===== config.mk =====
export PLATFORM = sky130hd
export DESIGN_NAME = seven_seg_scan_flat
export DESIGN_NICKNAME = d
export VERILOG_FILES = /design/src/rtl/seven_seg_scan_if.sv /design/src/rtl/seven_seg_scan.sv /design/src/flat_wrapper.sv
export SDC_FILE = /design/constraint.sdc
export NUM_CORES = 1
export LEC_CHECK = 0
export ABC_AREA = 0
export CAP_MARGIN = 40
export CORE_MARGIN = 5
export CORE_UTILIZATION = 58
export CTS_CLUSTER_SIZE = 20
export DETAILED_ROUTE_END_ITERATION = 10
export PLACE_DENSITY = 0.84
export SLEW_MARGIN = 20
export SYNTH_ARGS = -nofsm -noshare
export SYNTH_HDL_FRONTEND = slang
export SYNTH_SLANG_ARGS = --single-unit

===== constraint.sdc =====
create_clock -name clk_i -period 6.55 [get_ports clk_i]
set_input_delay 0.655 -clock clk_i [delete_from_list [all_inputs] [get_ports clk_i]]
set_output_delay 0.655 -clock clk_i [all_outputs]
set_load 0.005 [all_outputs]

===== src/rtl/seven_seg_scan_if.sv =====
// Display bus between the game logic and the seven-segment scanner.
// The master drives the digit values and enables, and the slave drives the board pins.
interface seven_seg_scan_if;
  logic       digit0_en_i;
  logic       digit1_en_i;
  logic       digit2_en_i;
  logic       digit3_en_i;
  logic [3:0] digit0_i;
  logic [3:0] digit1_i;
  logic [3:0] digit2_i;
  logic [3:0] digit3_i;
  logic [3:0] dp_i;
  logic [3:0] anode_o;
  logic [6:0] segments_o;
  logic       dp_o;
  logic       frame_o;

  modport master (
    output digit0_en_i, digit1_en_i, digit2_en_i, digit3_en_i,
    output digit0_i, digit1_i, digit2_i, digit3_i, dp_i,
    input  anode_o, segments_o, dp_o, frame_o
  );

  modport slave (
    input  digit0_en_i, digit1_en_i, digit2_en_i, digit3_en_i,
    input  digit0_i, digit1_i, digit2_i, digit3_i, dp_i,
    output anode_o, segments_o, dp_o, frame_o
  );
endinterface


===== src/rtl/seven_seg_scan.sv =====
// Time-multiplexed 4-digit seven-segment driver with a per-frame input snapshot
// and an anode-off guard at every digit switch. All pins are active-low except frame_o.
module seven_seg_scan #(
  parameter int REFRESH_DIV  = 100000,
  parameter int BLANK_CYCLES = 1000
) (
  input  logic              clk_i,
  input  logic              rst_i,
  seven_seg_scan_if.slave   bus
);
  localparam int               CNT_W     = (REFRESH_DIV > 1) ? $clog2(REFRESH_DIV) : 1;
  localparam logic [CNT_W-1:0] CNT_ZERO  = {CNT_W{1'b0}};
  localparam logic [CNT_W-1:0] CNT_ONE   = CNT_W'(1);
  localparam logic [CNT_W-1:0] CNT_LAST  = CNT_W'(REFRESH_DIV - 1);
  localparam logic [CNT_W-1:0] CNT_BLANK = CNT_W'(BLANK_CYCLES);

  function automatic logic [6:0] hex_to_seg(input logic [3:0] value);
    logic [6:0] seg;
    case (value)
      4'h0:    seg = 7'h40;
      4'h1:    seg = 7'h79;
      4'h2:    seg = 7'h24;
      4'h3:    seg = 7'h30;
      4'h4:    seg = 7'h19;
      4'h5:    seg = 7'h12;
      4'h6:    seg = 7'h02;
      4'h7:    seg = 7'h78;
      4'h8:    seg = 7'h00;
      4'h9:    seg = 7'h10;
      4'hA:    seg = 7'h08;
      4'hB:    seg = 7'h03;
      4'hC:    seg = 7'h46;
      4'hD:    seg = 7'h21;
      4'hE:    seg = 7'h06;
      4'hF:    seg = 7'h0E;
      default: seg = 7'h7F;
    endcase
    return seg;
  endfunction

  function automatic logic [3:0] slot_to_anode(input logic [1:0] slot);
    logic [3:0] anode;
    case (slot)
      2'd0:    anode = 4'hE;
      2'd1:    anode = 4'hD;
      2'd2:    anode = 4'hB;
      2'd3:    anode = 4'h7;
      default: anode = 4'hF;
    endcase
    return anode;
  endfunction

  logic [CNT_W-1:0] cnt_r;
  logic [CNT_W-1:0] cnt_next_s;
  logic [1:0]       slot_r;
  logic [1:0]       slot_next_s;
  logic [3:0]       en_r;
  logic [3:0][3:0]  digit_r;
  logic [3:0]       dp_r;
  logic [3:0]       en_in_s;
  logic [3:0][3:0]  digit_in_s;
  logic             snap_s;
  logic [3:0]       anode_s;
  logic [6:0]       seg_s;
  logic             dp_s;
  logic [3:0]       anode_r;
  logic [6:0]       seg_r;
  logic             dp_r_out;
  logic             frame_r;

  assign en_in_s    = {bus.digit3_en_i, bus.digit2_en_i, bus.digit1_en_i, bus.digit0_en_i};
  assign digit_in_s = {bus.digit3_i, bus.digit2_i, bus.digit1_i, bus.digit0_i};
  assign snap_s     = (cnt_r == CNT_ZERO) && (slot_r == 2'd0);

  // Slot counter wrap and slot advance.
  always_comb begin
    cnt_next_s  = cnt_r + CNT_ONE;
    slot_next_s = slot_r;
    if (cnt_r == CNT_LAST) begin
      cnt_next_s  = CNT_ZERO;
      slot_next_s = slot_r + 2'd1;
    end else begin
      cnt_next_s  = cnt_r + CNT_ONE;
      slot_next_s = slot_r;
    end
  end

  // Pin values for the next cycle: lit only in the drive phase of an enabled digit.
  always_comb begin
    anode_s = 4'hF;
    seg_s   = 7'h7F;
    dp_s    = 1'b1;
    if ((cnt_r >= CNT_BLANK) && en_r[slot_r]) begin
      anode_s = slot_to_anode(slot_r);
      seg_s   = hex_to_seg(digit_r[slot_r]);
      dp_s    = ~dp_r[slot_r];
    end else begin
      anode_s = 4'hF;
      seg_s   = 7'h7F;
      dp_s    = 1'b1;
    end
  end

  // Scan state, frame snapshot and registered pins.
  always_ff @(posedge clk_i) begin
    if (rst_i) begin
      cnt_r    <= CNT_ZERO;
      slot_r   <= 2'd0;
      en_r     <= 4'h0;
      digit_r  <= {4{4'h0}};
      dp_r     <= 4'h0;
      anode_r  <= 4'hF;
      seg_r    <= 7'h7F;
      dp_r_out <= 1'b1;
      frame_r  <= 1'b1;
    end else begin
      cnt_r    <= cnt_next_s;
      slot_r   <= slot_next_s;
      anode_r  <= anode_s;
      seg_r    <= seg_s;
      dp_r_out <= dp_s;
      // frame_r tracks the state being entered, so it is high exactly when cnt/slot are 0.
      frame_r  <= (cnt_next_s == CNT_ZERO) && (slot_next_s == 2'd0);
      if (snap_s) begin
        en_r    <= en_in_s;
        digit_r <= digit_in_s;
        dp_r    <= bus.dp_i;
      end else begin
        en_r    <= en_r;
        digit_r <= digit_r;
        dp_r    <= dp_r;
      end
    end
  end

  assign bus.anode_o    = anode_r;
  assign bus.segments_o = seg_r;
  assign bus.dp_o       = dp_r_out;
  assign bus.frame_o    = frame_r;
endmodule


===== src/flat_wrapper.sv =====
// flat-port wrapper written by rule: the top's interface ports become plain ports
module seven_seg_scan_flat 
#(
  parameter int REFRESH_DIV  = 100000,
  parameter int BLANK_CYCLES = 1000
)
  (clk_i, rst_i, bus_digit0_en_i, bus_digit1_en_i, bus_digit2_en_i, bus_digit3_en_i, bus_digit0_i, bus_digit1_i, bus_digit2_i, bus_digit3_i, bus_dp_i, bus_anode_o, bus_segments_o, bus_dp_o, bus_frame_o);
  seven_seg_scan_if bus_i ();
  input  logic clk_i;
  input  logic rst_i;
  input wire logic [$bits(bus_i.digit0_en_i)-1:0] bus_digit0_en_i;
  input wire logic [$bits(bus_i.digit1_en_i)-1:0] bus_digit1_en_i;
  input wire logic [$bits(bus_i.digit2_en_i)-1:0] bus_digit2_en_i;
  input wire logic [$bits(bus_i.digit3_en_i)-1:0] bus_digit3_en_i;
  input wire logic [$bits(bus_i.digit0_i)-1:0] bus_digit0_i;
  input wire logic [$bits(bus_i.digit1_i)-1:0] bus_digit1_i;
  input wire logic [$bits(bus_i.digit2_i)-1:0] bus_digit2_i;
  input wire logic [$bits(bus_i.digit3_i)-1:0] bus_digit3_i;
  input wire logic [$bits(bus_i.dp_i)-1:0] bus_dp_i;
  output wire logic [$bits(bus_i.anode_o)-1:0] bus_anode_o;
  output wire logic [$bits(bus_i.segments_o)-1:0] bus_segments_o;
  output wire logic [$bits(bus_i.dp_o)-1:0] bus_dp_o;
  output wire logic [$bits(bus_i.frame_o)-1:0] bus_frame_o;
  assign bus_i.digit0_en_i = bus_digit0_en_i;
  assign bus_i.digit1_en_i = bus_digit1_en_i;
  assign bus_i.digit2_en_i = bus_digit2_en_i;
  assign bus_i.digit3_en_i = bus_digit3_en_i;
  assign bus_i.digit0_i = bus_digit0_i;
  assign bus_i.digit1_i = bus_digit1_i;
  assign bus_i.digit2_i = bus_digit2_i;
  assign bus_i.digit3_i = bus_digit3_i;
  assign bus_i.dp_i = bus_dp_i;
  assign bus_anode_o = bus_i.anode_o;
  assign bus_segments_o = bus_i.segments_o;
  assign bus_dp_o = bus_i.dp_o;
  assign bus_frame_o = bus_i.frame_o;
  seven_seg_scan #(.REFRESH_DIV(REFRESH_DIV), .BLANK_CYCLES(BLANK_CYCLES)) u_core (.clk_i(clk_i), .rst_i(rst_i), .bus(bus_i));
endmodule

==> results.md <==
* Hold Path Class: reg2reg
* Max Fanout on Critical Path at 24
* H-tree depth at 2
* Area grow syn2layout at 17.1%
* Synth unique cells at 45
* Final setup vio count at 0
* Combinational fraction of design power at 0.153
* CTS Buf Count at 5
* Fmax at 391 MHz
* Post-Synth Adder-Cell Area at 0.0547
* FP Rows at 25
* Cells after Synth at 316
* Combinational family with the most area after synthesis: simple AND/OR/NAND/NOR gates
* Tot Pwr at 0.663 mW
* Compound-gate portion of the synthesized area at 0.108
* Gpl congestion at 0.853
* Status: completed
* Clock power share at 0.294
* Flops & latches, synth at 56
* Crit end category: flip-flop
* LEAKAGE at 1.16 nW
* Number of synthesized flops with an enable pin at 0
* Worst-Margin Slew at 814 ps
* CTS tree: built
* Multiplexer share of the synthesized area at 0.0638
* Reg area at 1120 um^2
* Max_slew headroom at 0.456
* Mapped Area at 2750 um^2
* Fin crit period at 2560 ps
* Most common cell in the netlist: nand2_1
* Final Hold Fails at 0
* Clock Skew at 10.3 ps
* # fillers at 363
* Via count at 2219
* Sequential-to-total area share from yosys stat at 0.408
* Antenna violations before repair at 0
* Worst Path Required at 6800 ps
* Clock slew at reported path FFs at 100 ps
* Synth warn at 0
* Die span in x at 78.8 um
* GRT Resource Usage Total at 0.190
* Simple-Gate Fraction of Synth Area at 0.255
* Cell taking the most area after synthesis: dfxtp_1
* DR iter-0 viols at 208
* Fin crit share at 0.390
* Dominant cells by area after synthesis: dfxtp_1 41%, nand2_1 7.8%, ha_1 5.5%, mux4_2 4.9%, nor2_1 4.4%
* MaxCap Viol Count at 0
* Max Slew Vio Count at 0
* Clk Latency, worst-skew pair at 310 ps
* Avg Inst Size Synth at 8.69 um^2
* First-pass GRT wire length at 9.53 mm
* Cts hold-fix bufs at 0
* Number of I/O pins at 39
* Pin count of the biggest net entering global routing at 36
* Clk buf depth at 2
* Setup TNS at 0 ps
* Top-area cell type share of the netlist area at 0.408
* DP Wirelength at 4.02 mm
* Syn_nets at 354
* Area occupied by multi-input gates at 1500 um^2
* Kind of critical path: reg2reg
* Post-synth ARST share at 0
* PD cells at 206 nW/um^2
* Die area at 6210 um^2
* Drc violations at 0
* P_int at 0.489 mW
* Initial core utilization at 0.589
* Number of global-route vias before repair at 2123
* Seq pwr share at 0.553
* CP Data Arrival Time at 2810 ps
* Clock root cell: clkbuf_8
* Die Height at 78.8 um
* Psw at 0.174 mW
* Via/cell ratio at 5.58
* IO buf count at 38
* Core Region at 4660 um^2
* Post-Synth XOR/XNOR Area at 0.0638
* Worst setup SP type: flip-flop
* Post-CTS Setup Inserts at 0
* Nets at 381
* Routed WL at 5.56 mm
* Antenna diodes at 0
* GRT overflow at 0
* First-pass DRT Iterations at 5
* Hold_ws at 457 ps
* CTS Sinks at 56
* Antenna Nets Post-Route at 0
* Post-CTS resize count at 0
* Switching part of the total at 0.262
* Drt wl/cell at 14.0 um
* RSZ-0062 raised after global routing: no
* Max VDD drop at 132 uV
* Dominant synthesized flop cell: dfxtp_1
* Top cells by count, synth: 57 x nand2_1, 56 x dfxtp_1, 32 x nor2_1
* Ratio of cells with drive above 1 in the final layout at 0.119
[area by class of cell]
cell class | count | area share
Clock buffer | 7 | 0.0268
Timing Repair Buffer | 40 | 0.125
Tap cell | 54 | 0.0210
Sequential cell | 56 | 0.349
Multi-Input combinational cell | 231 | 0.466
Inverter | 9 | 0.0105
Clock inverter | 1 | 0.00233
[placed cells by master (no fill, tap or decap), types with 2 or more instances in the layout]
master,n
mux2i_1,4
nand2_2,10
clkdlybuf4s50_1,38
and4_1,2
nor3_1,4
nand3_1,13
a21oi_1,19
xnor2_1,13
xor2_1,7
nor2_1,32
mux4_2,6
or3_1,5
dfxtp_1,56
nand4_1,4
clkbuf_8,6
a21oi_2,10
ha_1,12
o221ai_1,4
inv_1,9
or2_2,2
nand2_1,57
o21ai_0,5
[cell families (layout without fill, tap and decap cells)]
group	Yosys count	count (layout)
xor+xnor	20	20
mux	10	10
simple gates	144	144
fa+ha+maj	12	12
buf+inv	29	57
compound gates	45	45
flops	56	56
[per-layer routing]
layer / wire [um] / GRT usage / vias up
li1: - / - / 1122
met1: 2520 / 0.241 / 1005
met2: 2560 / 0.311 / 76
met3: 346 / 0.0510 / 16
met4: 131 / 0.0722 / 0
met5: 0 / 0 / -
[power by group through the flow]
stage,Sequential (mW),Combinational [mW],Clock (mW)
final,0.367,0.101,0.195
after global routing,0.369,0.113,0.212
after CTS,0.367,0.102,0.198
after detailed placement,0.375,0.101,0
after global placement,0.374,0.0945,0
after floorplan,0.372,0.0740,0
[per-stage QoR]
step	setup slack [ps]	cell area, um^2	util	cells
floorplan	4310	2750	-	316
global placement	4000	3110	0.667	389
detailed placement	3990	3120	0.670	390
CTS	3970	3220	0.690	398
global route	3840	3220	0.690	398
finish	3990	3220	0.690	398
[state kept, by name (all words and copies together) (netlist names)]
| signal | flops |
|---|---|
| u_core.bus.anode_o | 4 |
| u_core.bus.frame_o | 1 |
| u_core.cnt_r | 17 |
| u_core.digit_r | 16 |
| u_core.slot_r | 2 |
| u_core.en_r | 4 |
| u_core.bus.dp_o | 1 |
| u_core.bus.segments_o | 7 |
| u_core.dp_r | 4 |
[worst paths after layout]
check / startpoint / endpoint / slack, ps / cells after the start
setup / recovery: u_core.cnt_r[11] / u_core.digit_r[12] / 3990 / 6
hold / removal: u_core.dp_r[0] / u_core.dp_r[0] / 460 / 2
setup reg to reg: u_core.cnt_r[11] / u_core.digit_r[12] / 3990 / 6
hold reg to reg: u_core.dp_r[0] / u_core.dp_r[0] / 460 / 2
[critical path, cell delays in order (launching register included)]
cell	delay (ps)
dfxtp_1	380
or2_1	270
or3_4	350
or4_4	450
nor3_4	690
nand2_1	180
a21oi_2	180
Power figures use the tool's default switching activity.
